==> src/rtl/matrix_result_collector_if.sv <==
// rtl/matrix_result_collector_if.sv - result handshake and drain stream bundle for matrix_result_collector
//
// Purpose: groups the multiplier-facing result handshake (z_*) and the
// row-major drain stream (out_*) into one bundle.
// Signals:
//   z_in      W      result data from the multiplier
//   z_i, z_j  IDX_W  row / column of the result
//   z_stb     1      result strobe, held until acknowledged
//   z_ack     1      single-cycle acknowledge from the collector
//   out_data  W      C[out_row][out_col]
//   out_row   IDX_W  row of the current drain beat
//   out_col   IDX_W  column of the current drain beat
//   out_valid 1      drain beat valid
//   out_ready 1      consumer ready
//   out_last  1      final beat (M-1, M-1)
// Modports: slave = collector side, master = multiplier + consumer side.

interface matrix_result_collector_if #(
  parameter int W     = 32,
  parameter int IDX_W = 2
);
  logic [W-1:0]     z_in;
  logic [IDX_W-1:0] z_i;
  logic [IDX_W-1:0] z_j;
  logic             z_stb;
  logic             z_ack;
  logic [W-1:0]     out_data;
  logic [IDX_W-1:0] out_row;
  logic [IDX_W-1:0] out_col;
  logic             out_valid;
  logic             out_ready;
  logic             out_last;

  modport slave (
    input  z_in, z_i, z_j, z_stb, out_ready,
    output z_ack, out_data, out_row, out_col, out_valid, out_last
  );

  modport master (
    output z_in, z_i, z_j, z_stb, out_ready,
    input  z_ack, out_data, out_row, out_col, out_valid, out_last
  );
endinterface

==> src/rtl/matrix_result_collector.sv <==
// rtl/matrix_result_collector.sv - collects index-addressed multiplier results into C and drains C row-major
//
// Purpose: acknowledges each result beat from the multiplier, writes it into
// an M x M register matrix (later writes to the same cell overwrite), and on
// mm_done streams the matrix out row-major over a valid/ready stream.
// Ports:
//   clk          in   clock, rising edge
//   rst          in   asynchronous active-low reset
//   start        in   arms a new collection (IDLE only), clears C/count/err
//   mm_done      in   multiplier done pulse (COLLECT only)
//   bus          slave modport of matrix_result_collector_if (z_* and out_*)
//   busy         out  high in COLLECT or DRAIN
//   write_count  out  accepted writes since start, saturating
//   err          out  sticky protocol error, cleared by start

module matrix_result_collector #(
  parameter int M     = 4,
  parameter int W     = 32,
  parameter int IDX_W = (M > 1) ? $clog2(M) : 1,
  parameter int CNT_W = $clog2(M * M * M + 1)
) (
  input  logic                       clk,
  input  logic                       rst,
  input  logic                       start,
  input  logic                       mm_done,
  matrix_result_collector_if.slave   bus,
  output logic                       busy,
  output logic [CNT_W-1:0]           write_count,
  output logic                       err
);

  typedef enum logic [1:0] {
    S_IDLE    = 2'd0,
    S_COLLECT = 2'd1,
    S_DRAIN   = 2'd2
  } state_t;

  // One extra bit so M itself is representable for the range compare.
  localparam logic [IDX_W:0]   M_L     = (IDX_W + 1)'(M);
  localparam logic [IDX_W-1:0] MAX_IDX = IDX_W'(M - 1);

  state_t           state_q;
  logic [W-1:0]     c_q [M][M];
  logic             armed_q;
  logic             z_ack_q;
  logic             err_q;
  logic [CNT_W-1:0] wcnt_q;
  logic [IDX_W-1:0] row_q;
  logic [IDX_W-1:0] col_q;

  logic accept;
  logic in_range;
  logic at_last;

  // armed_q blocks a strobe that is still high after its ack from being
  // taken twice; it only re-arms once the strobe is seen low.
  assign accept   = (state_q == S_COLLECT) && bus.z_stb && !z_ack_q && armed_q;
  assign in_range = ({1'b0, bus.z_i} < M_L) && ({1'b0, bus.z_j} < M_L);
  assign at_last  = (row_q == MAX_IDX) && (col_q == MAX_IDX);

  always_ff @(posedge clk or negedge rst) begin
    if (!rst) begin
      state_q <= S_IDLE;
      armed_q <= 1'b1;
      z_ack_q <= 1'b0;
      err_q   <= 1'b0;
      wcnt_q  <= '0;
      row_q   <= '0;
      col_q   <= '0;
      for (int r = 0; r < M; r++)
        for (int c = 0; c < M; c++)
          c_q[r][c] <= '0;
    end else begin
      z_ack_q <= 1'b0;
      if (!bus.z_stb) armed_q <= 1'b1;

      case (state_q)
        S_IDLE: begin
          if (bus.z_stb) err_q <= 1'b1;
          // start wins over a stray strobe in the same cycle.
          if (start) begin
            for (int r = 0; r < M; r++)
              for (int c = 0; c < M; c++)
                c_q[r][c] <= '0;
            wcnt_q  <= '0;
            err_q   <= 1'b0;
            armed_q <= 1'b1;
            row_q   <= '0;
            col_q   <= '0;
            state_q <= S_COLLECT;
          end
        end

        S_COLLECT: begin
          if (accept) begin
            // Out-of-range beats are still acked and counted so the
            // multiplier never stalls, but they only flag err.
            if (in_range) c_q[bus.z_i][bus.z_j] <= bus.z_in;
            else          err_q <= 1'b1;
            if (wcnt_q != '1) wcnt_q <= wcnt_q + 1'b1;
            z_ack_q <= 1'b1;
            armed_q <= 1'b0;
          end
          if (mm_done) begin
            row_q   <= '0;
            col_q   <= '0;
            state_q <= S_DRAIN;
          end
        end

        S_DRAIN: begin
          if (bus.z_stb) err_q <= 1'b1;
          if (bus.out_ready) begin
            if (col_q == MAX_IDX) begin
              col_q <= '0;
              if (row_q == MAX_IDX) begin
                row_q   <= '0;
                state_q <= S_IDLE;
              end else begin
                row_q <= row_q + 1'b1;
              end
            end else begin
              col_q <= col_q + 1'b1;
            end
          end
        end

        default: state_q <= S_IDLE;
      endcase
    end
  end

  assign bus.z_ack     = z_ack_q;
  assign bus.out_valid = (state_q == S_DRAIN);
  assign bus.out_data  = c_q[row_q][col_q];
  assign bus.out_row   = row_q;
  assign bus.out_col   = col_q;
  assign bus.out_last  = (state_q == S_DRAIN) && at_last;
  assign busy          = (state_q == S_COLLECT) || (state_q == S_DRAIN);
  assign write_count   = wcnt_q;
  assign err           = err_q;

endmodule

==> src/flat_wrapper.sv <==
// flat-port wrapper written by rule: the top's interface ports become plain ports
module matrix_result_collector_flat 
#(
  parameter int M     = 4,
  parameter int W     = 32,
  parameter int IDX_W = (M > 1) ? $clog2(M) : 1,
  parameter int CNT_W = $clog2(M * M * M + 1)
)
  (clk, rst, start, mm_done, busy, write_count, err, bus_z_in, bus_z_i, bus_z_j, bus_z_stb, bus_out_ready, bus_z_ack, bus_out_data, bus_out_row, bus_out_col, bus_out_valid, bus_out_last);
  matrix_result_collector_if #(.W(W), .IDX_W(IDX_W)) bus_i ();
  input  logic clk;
  input  logic rst;
  input  logic start;
  input  logic mm_done;
  output logic busy;
  output logic [CNT_W-1:0] write_count;
  output logic err;
  input wire logic [$bits(bus_i.z_in)-1:0] bus_z_in;
  input wire logic [$bits(bus_i.z_i)-1:0] bus_z_i;
  input wire logic [$bits(bus_i.z_j)-1:0] bus_z_j;
  input wire logic [$bits(bus_i.z_stb)-1:0] bus_z_stb;
  input wire logic [$bits(bus_i.out_ready)-1:0] bus_out_ready;
  output wire logic [$bits(bus_i.z_ack)-1:0] bus_z_ack;
  output wire logic [$bits(bus_i.out_data)-1:0] bus_out_data;
  output wire logic [$bits(bus_i.out_row)-1:0] bus_out_row;
  output wire logic [$bits(bus_i.out_col)-1:0] bus_out_col;
  output wire logic [$bits(bus_i.out_valid)-1:0] bus_out_valid;
  output wire logic [$bits(bus_i.out_last)-1:0] bus_out_last;
  assign bus_i.z_in = bus_z_in;
  assign bus_i.z_i = bus_z_i;
  assign bus_i.z_j = bus_z_j;
  assign bus_i.z_stb = bus_z_stb;
  assign bus_i.out_ready = bus_out_ready;
  assign bus_z_ack = bus_i.z_ack;
  assign bus_out_data = bus_i.out_data;
  assign bus_out_row = bus_i.out_row;
  assign bus_out_col = bus_i.out_col;
  assign bus_out_valid = bus_i.out_valid;
  assign bus_out_last = bus_i.out_last;
  matrix_result_collector #(.M(M), .W(W), .IDX_W(IDX_W), .CNT_W(CNT_W)) u_core (.clk(clk), .rst(rst), .start(start), .mm_done(mm_done), .bus(bus_i), .busy(busy), .write_count(write_count), .err(err));
endmodule
==> config.mk <==
export PLATFORM = sky130hd
export DESIGN_NAME = matrix_result_collector_flat
export DESIGN_NICKNAME = d
export VERILOG_FILES = /design/src/rtl/matrix_result_collector_if.sv /design/src/rtl/matrix_result_collector.sv /design/src/flat_wrapper.sv
export SDC_FILE = /design/constraint.sdc
export NUM_CORES = 1
export LEC_CHECK = 0
export ABC_AREA = 1
export CAP_MARGIN = 20
export CORE_ASPECT_RATIO = 0.75
export CORE_MARGIN = 3
export CORE_UTILIZATION = 35
export DETAILED_ROUTE_END_ITERATION = 10
export SYNTH_ARGS = -nofsm -noshare
export SYNTH_HDL_FRONTEND = slang
export SYNTH_SLANG_ARGS = --single-unit
export TNS_END_PERCENT = 20
==> constraint.sdc <==
create_clock -name clk -period 1.86 [get_ports clk]
set_input_delay 0.186 -clock clk [delete_from_list [all_inputs] [get_ports clk]]
set_output_delay 0.186 -clock clk [all_outputs]
set_load 0.01 [all_outputs]
; Yosys cells after proc, flatten, opt, wreduce, memory -nomap -nowiden
; Index checks and enable logic that the tools add are counted.
[totals]
register_bits = 528
out_inout_bits = 48
wordCells = 108
[classes]
n_addsub = 3
order_cmp = 6
eq_ne = 12
mux = 42
bitwise_logic = 4
n_reduce_logical = 18
[op_table]
columns = cell, n
row1 = $mux W512, 2
row2 = $pmux W512 S2, 1
row3 = $bwmux W512, 1
row4 = $mux W128, 3
row5 = $bmux W128 S2, 1
row6 = $demux W128 S2, 1
row7 = $mux W32, 3
row8 = $bmux W32 S2, 1
row9 = $demux W32 S2, 1
row10 = $mux W2, 12
row11 = $mux W7, 3
row12 = $pmux W2 S3, 3
row13 = $pmux W7 S2, 1
row14 = $ge A3 B3 Y1 const B, 4
row15 = $not A2 Y3, 4
row16 = $reduce_and A5 Y1, 2
row17 = $ne A2 B2 Y1 const B, 4
row18 = $reduce_and A4 Y1, 2
row19 = $add A7 B1 Y7 const B, 1
row20 = $logic_and A1 B1 Y1, 7
row21 = $mux W1, 7
row22 = $ne A7 B7 Y1 const B, 1
row23 = $eq A2 B2 Y1 const B, 3
row24 = $lt A3 B1 Y1 const B, 2
row25 = other kinds (10), 15

; Depth between registers and ports, before layout
[logic_depth]
depth_word = 10
ltp_mapped = 13

; Worst setup path after synthesis
; OpenSTA, ideal clock, no wires.
[synth_timing]
path_kind = register to register
startpoint = register u_core.state_q[0]
endpoint = register u_core.c_q[203] (netlist bit)
arrival_time_ns = 1.647
t_required_ns = 1.795
slack_ns = 0.148
stages_incl_launch_ff = 13
n_path_buf = 2
period_less_slack_ns = 1.712
path_cell_list = dfrtp_1 -> inv_1 -> ha_1 -> inv_2 -> nor2_2 -> inv_2 -> nand2_4 -> inv_2 -> buf_4 -> nand2_1 -> buf_2 -> nand2_1 -> nand2_1
[synth_via]
elab_chain_len = 6
elab_cells_between_ends = 10
[synth_lines]
columns = element, line_no
row1 = "start, declared", matrix_result_collector.sv:42  ; state_t state_q;
row2 = "start signal, assigned", matrix_result_collector.sv:63  ; state_q <= S_IDLE;
row3 = "start signal, assigned", matrix_result_collector.sv:90  ; state_q <= S_COLLECT;
row4 = "start signal, assigned", matrix_result_collector.sv:107  ; state_q <= S_DRAIN;
row5 = $eq A2 B1 Y1, "matrix_result_collector.sv:57, matrix_result_collector.sv:77"
row6 = $logic_and A1 B1 Y1 (3 in series), matrix_result_collector.sv:57  ; assign accept = (state_q == S_COLLECT) && bus.z_stb && !z_ack_q && armed_q;
row7 = $ne A2 B1 Y1 (no source line), n/a
row8 = $reduce_and A3 Y1 (no source line), n/a
row9 = "end signal, assigned by index", matrix_result_collector.sv:98  ; if (in_range) c_q[bus.z_i][bus.z_j] <= bus.z_in;
row10 = "end, declared", matrix_result_collector.sv:43  ; logic [W-1:0] c_q [M][M];
; Several ways; a longest one is shown, not always the timed one.
; A chain may end at the register's enable or synchronous reset.

; Final worst setup path
[layout_timing]
startpoint = register u_core.row_q[0] (netlist: u_core.bus.out_row[0])
endpoint = output port bus_out_data[31]
[layout_via]
elab_chain_len = 7
[layout_lines]
columns = element, line_no
row1 = "start, declared", matrix_result_collector.sv:48  ; logic [IDX_W-1:0] row_q;
row2 = "start signal, assigned", matrix_result_collector.sv:120  ; row_q <= row_q + 1'b1;
row3 = $not A2 Y3 (not written as such), matrix_result_collector.sv:135  ; assign bus.out_data = c_q[row_q][col_q];
row4 = $bmux W128 S2, matrix_result_collector.sv:135
row5 = $mux W128 (not written as such) (2 in series), matrix_result_collector.sv:135
row6 = $bmux W32 S2, matrix_result_collector.sv:135
row7 = $mux W32 (not written as such) (2 in series), matrix_result_collector.sv:135
row8 = "end, declared", flat_wrapper.sv:24  ; output wire logic [$bits(bus_i.out_data)-1:0] bus_out_data;
; No other way between the ends. The select of a mux whose other input is x is not followed.

==> out/qor.yml <==
status: "complete, but fails checks"
violations: "negative setup slack"
gp_congestion: 0.847
grtUsageTotal_pct: 24.1
place_ws_ps: -361
core-area_mm2: 0.0759
worst-path-max-fanout: 7
synth.distinct_cells: 23
clockBufferDepth: 3
worst_pin_slew_ps: 491
drive_gt1_share_pct: 20.1
numCtsBuffers: 55
routedWlPerCell_um: 19.5
worstSetupStartpointType: "flip-flop"
grt_max_degree: 78
dp_hpwl_mm: 59.2
async_flop_share_pct: 100
fin_worst_skew_ps: 10.8
tritoncts: "built"
fin_nets: 4282
p_total_mw: 48.8
critPathKind: "reg2out"
finalWorstSetupSlack_ps: -669
period_share_pct: 136
clk_pin_slew_ps: 60
worst_ep_arrival_time_ps: 2340
min_period_ps: 2530
maxCapViolCount: 0
avgSynthCellArea_um2: 6.75
hold_viol: 0
netlist_area_mm2: 0.0271
fillers: 7269
port_buffers: 89
multi_input_area_mm2: 0.0129
leakage_nw: 20.0
h-tree-depth: 2
die_width_um: 327
die_h_um: 247
slew-limit-headroom_pct: 67.2
dr.pass1.iters: 6
syn_nets: 4057
drt-initial-drc-count: 2819
rows: 87
r2r-start: "u_core.state_q[0]"
cp-startpoint: "u_core.bus.out_row[0]"
start_util_pct: 35.7
antenna_found_initial: 2
clockRootBuffer: "clkbuf_16"
ys_ff_latch: 528
ir_worst_vdd_uv: 998
slowest_stage: "dfrtp_4"
holdCritPathClass: "in2async"
die-area_mm2: 0.0807
worstPathCellList: "inv_8, buf_4, buf_12, buf_16, buf_4, nand2_1, nand3_1, nand3_2, nand3_2, nand2_2, buf_6"
max_freq_mhz: 395
finalMaxSlewViolations: 0
cpPeakStageDelay_ps: 550
pin_count: 90
via_per_inst: 4.94
synth_top_area_share_pct: 48.7
synthTopCellsByArea: "dfrtp_1, nand2_1, nand3_1"
grt_pass1_vias: 24250
synthToLayoutAreaGrowth_pct: 37.3
synth_flop_cell: "dfrtp_1"
end_kind: "primary output"
final-setup-viol-count: 541
p_per_area_mw_per_mm2: 1320
synth-edff-count: 0
rsz0062_at_grt: "true"
syn_inst: 4008
seq_area_frac_synth_pct: 48.8
clock_sinks: 528
num_vias: 26195
cp_data_required_time_ps: 1670
insertion_delay_ps: 620
regArea_mm2: 0.0132
wl_mm: 103
drc_errors: 0
ant_nets: 0
grt.overflow.total: 0
synth_top_area_cell: "dfrtp_1"
yosys_warnings: 0
grt_pass1_wl_mm: 149
## metal layers
metal / vias up / GRT usage, % / wire [um]
met5: - / 0 / 0
met4: 0 / 7.26 / 2990
met3: 176 / 5.86 / 9930
met2: 1109 / 36.3 / 45000
met1: 12550 / 34.3 / 45500
li1: 12360 / - / -
## kinds of logic after synthesis
kind of cell | synth area share, %
buf+inv | 10.2
fa+ha+maj | 0.324
compound gates | 0.338
simple gates | 40.3
flops | 48.8
## synth_stat cells, types with 2 or more instances
cell,instances
buf_4,3
buf_2,115
dfrtp_1,527
o21ai_0,14
nor2_2,10
nor2_1,22
ha_1,7
buf_1,14
nand4_1,2
nand2_1,2329
inv_2,3
clkbuf_1,111
nand3_1,396
clkinv_1,2
inv_1,444
nor3_1,2
## path summary, 6_finish.rpt
check,to,slack (ps),cells past startpoint
setup / recovery,bus_out_data[31],-670,11
hold / removal,u_core.c_q[298],100,2
setup reg to reg,u_core.c_q[364],-200,14
hold reg to reg,u_core.c_q[221],470,2
max in group asynchronous,u_core.c_q[85],920,3
min in group clk,u_core.armed_q,220,3
## through the flow
step | cell area [um^2] | hold slack, ps | utilization, % | instances | setup TNS (ps)
floorplan | 27100 | -110 | - | 4008 | 0
global placement | 31700 | 148 | 41.8 | 5108 | -106700
detailed placement | 31700 | 149 | 41.8 | 5108 | -112030
CTS | 35200 | 111 | 46.4 | 5266 | -38030
global route | 37100 | 111 | 49.0 | 5298 | -105930
finish | 37100 | 99.0 | 49.0 | 5298 | -71780
## power by group
part           internal [mW]  switching, mW  total, mW
sequential              12.5          0.646       13.2
clock                   6.48           4.84       11.3
combinational           9.54           14.8       24.3
## placed cells by master, fill, tap and decap left out, drive strengths merged
cell type,netlist,layout
clkinvlp,0,1
dlygate4sd2,0,2
bufbuf,0,1
clkbuf,111,106
ha,7,7
a21oi,1,1
o21bai,1,1
nor3,2,2
nand4,2,2
o21ai,14,14
clkdlybuf4s15,0,1
dlygate4sd3,0,1
dfstp,1,1
bufinv,0,3
or2,1,1
dfrtp,527,527
clkinv,2,9
nor2,32,32
a32oi,1,1
clkdlybuf4s50,0,49
nand3,396,396
diode,0,2
inv,447,449
buf,132,335
nand2,2331,2331
## timing repair
| action | in CTS | in global routing |
|---|---|---|
| cloned | 19 | 23 |
| hold endpoints to repair | 449 | 0 |
| pin swaps | 79 | 172 |
| gates resized for setup | 370 | 348 |
| hold buffers | 1 | 0 |
| setup buffers | 42 | 19 |
| endpoints found under the setup margin | 552 | 559 |
## registers in the layout (all words and copies together), names as in the netlist
name                cells
u_core.c_q            512
u_core.write_count      7
u_core.bus.out_col      2
u_core.bus.out_row      2
u_core.state_q          2
u_core.armed_q          1
u_core.bus.z_ack        1
u_core.err              1
## layout make-up
type / instances / share of cell area (%)
Timing Repair Buffer: 410 / 16.8
Clock buffer: 85 / 4.45
Sequential cell: 528 / 35.6
Inverter: 449 / 4.65
Antenna cell: 2 / 0.0135
Timing Repair inverter: 1 / 0.0539
Clock inverter: 12 / 0.381
Tap cell: 1023 / 3.45
Multi-Input combinational cell: 2788 / 34.6
## worst max-delay path, delay by kind of cell, from the launching register on
| family | cells | cell delay, ps |
|---|---|---|
| buffers and inverters | 6 | 760 |
| DFF | 1 | 550 |
| and+or+nand+nor | 5 | 400 |
Power figures use the tool's default switching activity.
